--- src/rtl/intersection_phase_scheduler_pkg.sv ---
`default_nettype none
// ----------------------------------------------------------------------------
// intersection_phase_scheduler_pkg : shared states, phase indices, compat mask
// Rev 1.0
// ----------------------------------------------------------------------------
package intersection_phase_scheduler_pkg;

  typedef enum logic [1:0] {
    ALL_RED = 2'd0,
    GREEN   = 2'd1,
    YELLOW  = 2'd2
  } state_t;

  localparam int PH_PED  = 0;
  localparam int PH_UP   = 1;
  localparam int PH_DOWN = 2;
  localparam int PH_TURN = 3;

  // Row p lists the phases that may share green with phase p (only UP<->DOWN).
  localparam logic [3:0][3:0] COMPAT = {4'b0000, 4'b0010, 4'b0100, 4'b0000};

endpackage
`default_nettype wire

--- src/rtl/intersection_phase_scheduler_if.sv ---
`default_nettype none
// ----------------------------------------------------------------------------
// intersection_phase_scheduler_if : request inputs and signal-head outputs
// Rev 1.0
// ----------------------------------------------------------------------------
interface intersection_phase_scheduler_if;

  logic       ped_req;
  logic       up_req;
  logic       down_req;
  logic       turn_req;
  logic       pedestrian_green;
  logic       pedestrian_flash;
  logic       up_green;
  logic       up_yellow;
  logic       down_green;
  logic       down_yellow;
  logic       turn_green;
  logic       turn_yellow;
  logic [3:0] active_phase;

  modport master (
    output ped_req, up_req, down_req, turn_req,
    input  pedestrian_green, pedestrian_flash, up_green, up_yellow,
           down_green, down_yellow, turn_green, turn_yellow, active_phase
  );

  modport slave (
    input  ped_req, up_req, down_req, turn_req,
    output pedestrian_green, pedestrian_flash, up_green, up_yellow,
           down_green, down_yellow, turn_green, turn_yellow, active_phase
  );

endinterface
`default_nettype wire

--- src/rtl/intersection_phase_scheduler_arbiter.sv ---
`default_nettype none
// ----------------------------------------------------------------------------
// intersection_phase_scheduler_arbiter : round-robin phase selection
// Rev 1.0
// ----------------------------------------------------------------------------
module intersection_phase_scheduler_arbiter
  import intersection_phase_scheduler_pkg::*;
(
  input  logic [3:0] pending,
  input  logic [1:0] pointer,
  output logic [3:0] served,
  output logic [1:0] next_pointer
);

  logic [1:0] winner;
  logic [1:0] idx;
  logic [1:0] top;
  logic       found;

  always_comb begin
    winner = pointer;
    idx    = pointer;
    found  = 1'b0;
    for (int i = 0; i < 4; i++) begin
      idx = pointer + 2'(i);
      if (!found && pending[idx]) begin
        winner = idx;
        found  = 1'b1;
      end
    end

    // A compatible partner rides along only if it is already pending.
    served = found ? ((4'b0001 << winner) | (COMPAT[winner] & pending)) : 4'b0000;

    top = winner;
    for (int i = 0; i < 4; i++) begin
      if (served[i]) top = 2'(i);
    end
    next_pointer = found ? top + 2'd1 : pointer;
  end

endmodule
`default_nettype wire

--- src/rtl/intersection_phase_scheduler.sv ---
`default_nettype none
// ----------------------------------------------------------------------------
// intersection_phase_scheduler : demand latch + GREEN/YELLOW/ALL_RED sequencer
// Rev 1.0
// ----------------------------------------------------------------------------
module intersection_phase_scheduler
  import intersection_phase_scheduler_pkg::*;
#(
  parameter int MIN_GREEN   = 4,
  parameter int MAX_GREEN   = 10,
  parameter int YELLOW_TIME = 3,
  parameter int CLEAR_TIME  = 2
) (
  input  logic                         clock,
  input  logic                         reset,
  intersection_phase_scheduler_if.slave sig
);

  localparam int            CW          = $clog2(MAX_GREEN + 1);
  localparam logic [CW-1:0] MIN_LAST    = CW'(MIN_GREEN - 1);
  localparam logic [CW-1:0] MAX_LAST    = CW'(MAX_GREEN - 1);
  localparam logic [CW-1:0] YELLOW_LAST = CW'(YELLOW_TIME - 1);
  localparam logic [CW-1:0] CLEAR_LAST  = CW'(CLEAR_TIME - 1);

  state_t        state, state_next;
  logic [CW-1:0] timer, timer_next;
  logic [3:0]    pending, pending_next;
  logic [3:0]    served, served_next;
  logic [1:0]    pointer, pointer_next;
  logic [3:0]    arb_served;
  logic [1:0]    arb_pointer;
  logic [3:0]    req;
  logic          competing;
  logic          gap;
  logic [3:0]    green_out, yellow_out, active_out;

  assign req = {sig.turn_req, sig.down_req, sig.up_req, sig.ped_req};

  intersection_phase_scheduler_arbiter u_arbiter (
    .pending      (pending),
    .pointer      (pointer),
    .served       (arb_served),
    .next_pointer (arb_pointer)
  );

  always_comb begin
    state_next   = state;
    served_next  = served;
    pointer_next = pointer;
    pending_next = pending | req;
    competing    = |(pending & ~served);
    gap          = (req & served) == 4'b0000;

    case (state)
      ALL_RED: begin
        if (timer >= CLEAR_LAST && |pending) begin
          state_next   = GREEN;
          served_next  = arb_served;
          pointer_next = arb_pointer;
        end
      end
      GREEN: begin
        pending_next = (pending | req) & ~served;
        if (competing && (timer == MAX_LAST || (timer >= MIN_LAST && gap)))
          state_next = YELLOW;
      end
      YELLOW: begin
        if (timer == YELLOW_LAST) state_next = ALL_RED;
      end
      default: state_next = ALL_RED;
    endcase

    if (state_next == GREEN && state != GREEN)
      pending_next = (pending | req) & ~served_next;

    // Timer restarts on every entry and saturates while resting in red or green.
    if (state_next != state)
      timer_next = '0;
    else if ((state == ALL_RED && timer >= CLEAR_LAST) || (state == GREEN && timer >= MAX_LAST))
      timer_next = timer;
    else
      timer_next = timer + CW'(1);
  end

  always_ff @(posedge clock or negedge reset) begin
    if (!reset) begin
      state      <= ALL_RED;
      timer      <= '0;
      pending    <= '0;
      served     <= '0;
      pointer    <= 2'(PH_PED);
      green_out  <= '0;
      yellow_out <= '0;
      active_out <= '0;
    end else begin
      state      <= state_next;
      timer      <= timer_next;
      pending    <= pending_next;
      served     <= served_next;
      pointer    <= pointer_next;
      green_out  <= (state_next == GREEN)   ? served_next : 4'b0000;
      yellow_out <= (state_next == YELLOW)  ? served_next : 4'b0000;
      active_out <= (state_next == ALL_RED) ? 4'b0000 : served_next;
    end
  end

  assign sig.pedestrian_green = green_out[PH_PED];
  assign sig.pedestrian_flash = yellow_out[PH_PED];
  assign sig.up_green         = green_out[PH_UP];
  assign sig.up_yellow        = yellow_out[PH_UP];
  assign sig.down_green       = green_out[PH_DOWN];
  assign sig.down_yellow      = yellow_out[PH_DOWN];
  assign sig.turn_green       = green_out[PH_TURN];
  assign sig.turn_yellow      = yellow_out[PH_TURN];
  assign sig.active_phase     = active_out;

endmodule
`default_nettype wire

--- src/flat_wrapper.sv ---
// flat-port wrapper written by rule: the top's interface ports become plain ports
module intersection_phase_scheduler_flat import intersection_phase_scheduler_pkg::*;
#(
  parameter int MIN_GREEN   = 4,
  parameter int MAX_GREEN   = 10,
  parameter int YELLOW_TIME = 3,
  parameter int CLEAR_TIME  = 2
)
  (clock, reset, sig_ped_req, sig_up_req, sig_down_req, sig_turn_req, sig_pedestrian_green, sig_pedestrian_flash, sig_up_green, sig_up_yellow, sig_down_green, sig_down_yellow, sig_turn_green, sig_turn_yellow, sig_active_phase);
  intersection_phase_scheduler_if sig_i ();
  input  logic clock;
  input  logic reset;
  input wire logic [$bits(sig_i.ped_req)-1:0] sig_ped_req;
  input wire logic [$bits(sig_i.up_req)-1:0] sig_up_req;
  input wire logic [$bits(sig_i.down_req)-1:0] sig_down_req;
  input wire logic [$bits(sig_i.turn_req)-1:0] sig_turn_req;
  output wire logic [$bits(sig_i.pedestrian_green)-1:0] sig_pedestrian_green;
  output wire logic [$bits(sig_i.pedestrian_flash)-1:0] sig_pedestrian_flash;
  output wire logic [$bits(sig_i.up_green)-1:0] sig_up_green;
  output wire logic [$bits(sig_i.up_yellow)-1:0] sig_up_yellow;
  output wire logic [$bits(sig_i.down_green)-1:0] sig_down_green;
  output wire logic [$bits(sig_i.down_yellow)-1:0] sig_down_yellow;
  output wire logic [$bits(sig_i.turn_green)-1:0] sig_turn_green;
  output wire logic [$bits(sig_i.turn_yellow)-1:0] sig_turn_yellow;
  output wire logic [$bits(sig_i.active_phase)-1:0] sig_active_phase;
  assign sig_i.ped_req = sig_ped_req;
  assign sig_i.up_req = sig_up_req;
  assign sig_i.down_req = sig_down_req;
  assign sig_i.turn_req = sig_turn_req;
  assign sig_pedestrian_green = sig_i.pedestrian_green;
  assign sig_pedestrian_flash = sig_i.pedestrian_flash;
  assign sig_up_green = sig_i.up_green;
  assign sig_up_yellow = sig_i.up_yellow;
  assign sig_down_green = sig_i.down_green;
  assign sig_down_yellow = sig_i.down_yellow;
  assign sig_turn_green = sig_i.turn_green;
  assign sig_turn_yellow = sig_i.turn_yellow;
  assign sig_active_phase = sig_i.active_phase;
  intersection_phase_scheduler #(.MIN_GREEN(MIN_GREEN), .MAX_GREEN(MAX_GREEN), .YELLOW_TIME(YELLOW_TIME), .CLEAR_TIME(CLEAR_TIME)) u_core (.clock(clock), .reset(reset), .sig(sig_i));
endmodule
--- config.mk ---
export PLATFORM = sky130hd
export DESIGN_NAME = intersection_phase_scheduler_flat
export DESIGN_NICKNAME = d
export VERILOG_FILES = /design/src/rtl/intersection_phase_scheduler_pkg.sv /design/src/rtl/intersection_phase_scheduler_if.sv /design/src/rtl/intersection_phase_scheduler_arbiter.sv /design/src/rtl/intersection_phase_scheduler.sv /design/src/flat_wrapper.sv
export SDC_FILE = /design/constraint.sdc
export NUM_CORES = 1
export LEC_CHECK = 0
export CAP_MARGIN = 20
export CORE_MARGIN = 2
export CORE_UTILIZATION = 45
export DETAILED_ROUTE_END_ITERATION = 6
export GPL_TIMING_DRIVEN = 0
export MAX_ROUTING_LAYER = met4
export PLACE_DENSITY = 0.74
export SKIP_CTS_REPAIR_TIMING = 1
export SLEW_MARGIN = 0
export SYNTH_ARGS = -nofsm -noshare
export SYNTH_HDL_FRONTEND = slang
export SYNTH_SLANG_ARGS = --single-unit
--- constraint.sdc ---
create_clock -name clock -period 2.51 [get_ports clock]
set_input_delay 0.251 -clock clock [delete_from_list [all_inputs] [get_ports clock]]
set_output_delay 0.251 -clock clock [all_outputs]
set_load 0.1 [all_outputs]
==> flow_summary.json <==
{
  "synth_fp_nets": 156,
  "r2r-start": "u_core.timer[0]",
  "outcome": "finished clean",
  "finalClockSkew_ns": 0.001516,
  "timing.fmax_mhz": 451.7,
  "reg2reg_depth": 7,
  "end_kind": "register",
  "finalWorstSetupSlack_ns": 0.2960,
  "cap_violations": 0,
  "layout_commonest_cell": "dfrtp_1",
  "io_pins": 18,
  "layout_min_cycle_time_ns": 2.214,
  "core_area_um2": 3103,
  "first_global_vias": 1155,
  "path_clk_slew_ns": 0.15,
  "crit_type": "register to register",
  "critPathLaunchType": "register",
  "syn_inst": 146,
  "cts_num_sinks": 28,
  "setup_violations": 0,
  "rsz0062_at_grt": "no",
  "synthArstFlopShare": 1.000,
  "fin_tns_setup_ns": 0,
  "drc": 0,
  "wl_per_cell_um": 14.94,
  "vias": 1182,
  "ys_seq_area_frac": 0.4722,
  "avgViaCountPerCell": 5.575,
  "finalHoldViolCount": 0,
  "io_buffers": 17,
  "instances_no_fill": 212,
  "n_antenna_cell": 0,
  "htreeDepth": 1,
  "clock_path_buffers": 2,
  "cts_buffers": 3,
  "first_pass_iters": 4,
  "yosys_warnings": 0,
  "max_slew.worst_pin.slew_ns": 0.9868,
  "rows": 20,
  "syn_area_per_cell_um2": 10.16,
  "gp_congestion": 0.9173,
  "antenna_found_initial": 0,
  "grt_pass1_wl_um": 5126,
  "required_ns": 2.80,
  "synth_edf_count": 0,
  "mostFrequentLayoutCells": "dfrtp_1 (28), clkdlybuf4s50_1 (17), inv_1 (11)",
  "slew_headroom": 0.3401,
  "cts_tree": "built",
  "postRouteAntennaNets": 0,
  "root_buffer": "clkbuf_4",
  "crit_arrival_ns": 2.50,
  "dp_slack_ns": 0.3598,
  "dieArea_um2": 3773,
  "reg2reg_to": "u_core.yellow_out[2]",
  "drive_gt1_frac": 0.1310,
  "start_util": 0.4782,
  "fin_crit_sh": 0.8821,
  "dp_hpwl_um": 2393,
  "drt_iter0_markers": 46,
  "synth_area_um2": 1484,
  "synth-seq-cells": 28,
  "insertion_delay_ns": 0.33,
  "r2r_slack_ns": 0.30,
  "die_y_um": 61.43,
  "grt_max_degree": 17,
  "wl_um": 3168,
  "grt_overflow": 0,
  "dp_cells": 208,
  "track_usage": 0.1946,
  "ys.flop_type": "dfrtp_1",
  "nNetsFinal": 179,
  "synthDistinctLibCells": 46,
  "slew_viol_final": 0,
  "crit_path_max_fanout": 7,
  "die_x_um": 61.43,
  "area_delta_synth_final_pct": 19.73,
  "hp-class": "input port to async pin"
}
## metrics by stage
| step | utilization | hold WS (ns) | instance area (um^2) |
|---|---|---|---|
| 6_report | 0.5726 | 0.3038 | 1777 |
| 5_1_grt | 0.5726 | 0.3547 | 1777 |
| 4_1_cts | 0.5726 | 0.3271 | 1777 |
| 3_5_place_dp | 0.5556 | 0.5223 | 1724 |
| 3_3_place_gp | 0.5508 | 0.5207 | 1709 |
| 2_1_floorplan | - | -0.04459 | 1484 |
## sequential cells by signal, indices dropped and copies added, names as in the netlist
register / count
u_core.served: 4
u_core.green_out: 4
u_core.sig.active_phase: 4
u_core.timer: 4
u_core.yellow_out: 4
u_core.pointer: 2
u_core.pending: 4
u_core.state: 2
## critical path: stages, from the launching register on
cell and delay, ns:
dfrtp_1 0.45, inv_1 0.09, ha_1 0.22, nor4b_2 0.18
nor4_2 0.67, and2_1 0.32, a21o_2 0.13, and2b_1 0.11
## layout make-up
type	count	area, um^2
Buffer	6	32.53
Clock buffer	3	22.52
Clock inverter	1	30.03
Fill cell	297	1326
Inverter	11	41.29
Multi-Input combinational cell	101	709.4
Sequential cell	28	700.7
Tap cell	44	55.05
Timing Repair Buffer	18	185.2
## how the worst max path moves through the flow
stage / from / end / slack, ns / cells after the start
3_5_place_dp: u_core.timer[0] / u_core.yellow_out[2] / 0.36 / 7
2_1_floorplan: u_core.timer[0] / u_core.green_out[3] / 0.60 / 8
3_3_place_gp: u_core.timer[0] / u_core.yellow_out[2] / 0.36 / 7
5_1_grt: u_core.timer[0] / u_core.yellow_out[2] / 0.21 / 7
4_1_cts: u_core.timer[0] / u_core.yellow_out[2] / 0.32 / 7
6_report: u_core.timer[0] / u_core.yellow_out[2] / 0.30 / 7
## per-layer routing
| layer | share of wire | global-route usage |
|---|---|---|
| met4 | 0.015 | 0.07903 |
| met5 | 0 | - |
| met3 | 0.037 | 0.02731 |
| met1 | 0.44 | 0.2396 |
| met2 | 0.50 | 0.3222 |
## cell usage after synthesis, drive strengths merged, types with 2 or more instances
cell type | instances | area [um^2]
clkbuf | 3 | 11.26
nor4b | 2 | 23.77
inv | 11 | 41.29
nand3 | 3 | 15.01
nand3b | 2 | 15.01
nand2 | 10 | 45.04
o22ai | 4 | 25.02
a21oi | 9 | 63.82
o221a | 2 | 22.52
a31oi | 2 | 18.77
and2 | 4 | 25.02
nor2 | 9 | 33.78
nand2b | 2 | 12.51
buf | 3 | 21.27
nor3 | 3 | 15.01
dfrtp | 28 | 700.7
ha | 4 | 50.05
o21ai | 9 | 45.04
a22oi | 3 | 22.52
a211oi | 2 | 15.01
nor2b | 10 | 62.56
nor4 | 2 | 18.77
xnor2 | 2 | 17.52
and3b | 2 | 17.52
## cells by family (layout without fill, tap and decap cells)
kind of cell / Yosys count / in the layout / synth area share
AND/OR/NAND/NOR: 53 / 53 / 0.2133
flip-flops: 28 / 28 / 0.4722
multiplexers: 1 / 1 / 0.006746
buffers and inverters: 17 / 39 / 0.04975
AO/OA/AOI/OAI: 41 / 41 / 0.2125
XOR/XNOR: 2 / 2 / 0.01181
adder cells (fa/ha/maj): 4 / 4 / 0.03373
Power is left out: the tool's default activity adds up to more than one toggle a clock period on the data nets, which glitch-free logic cannot reach.
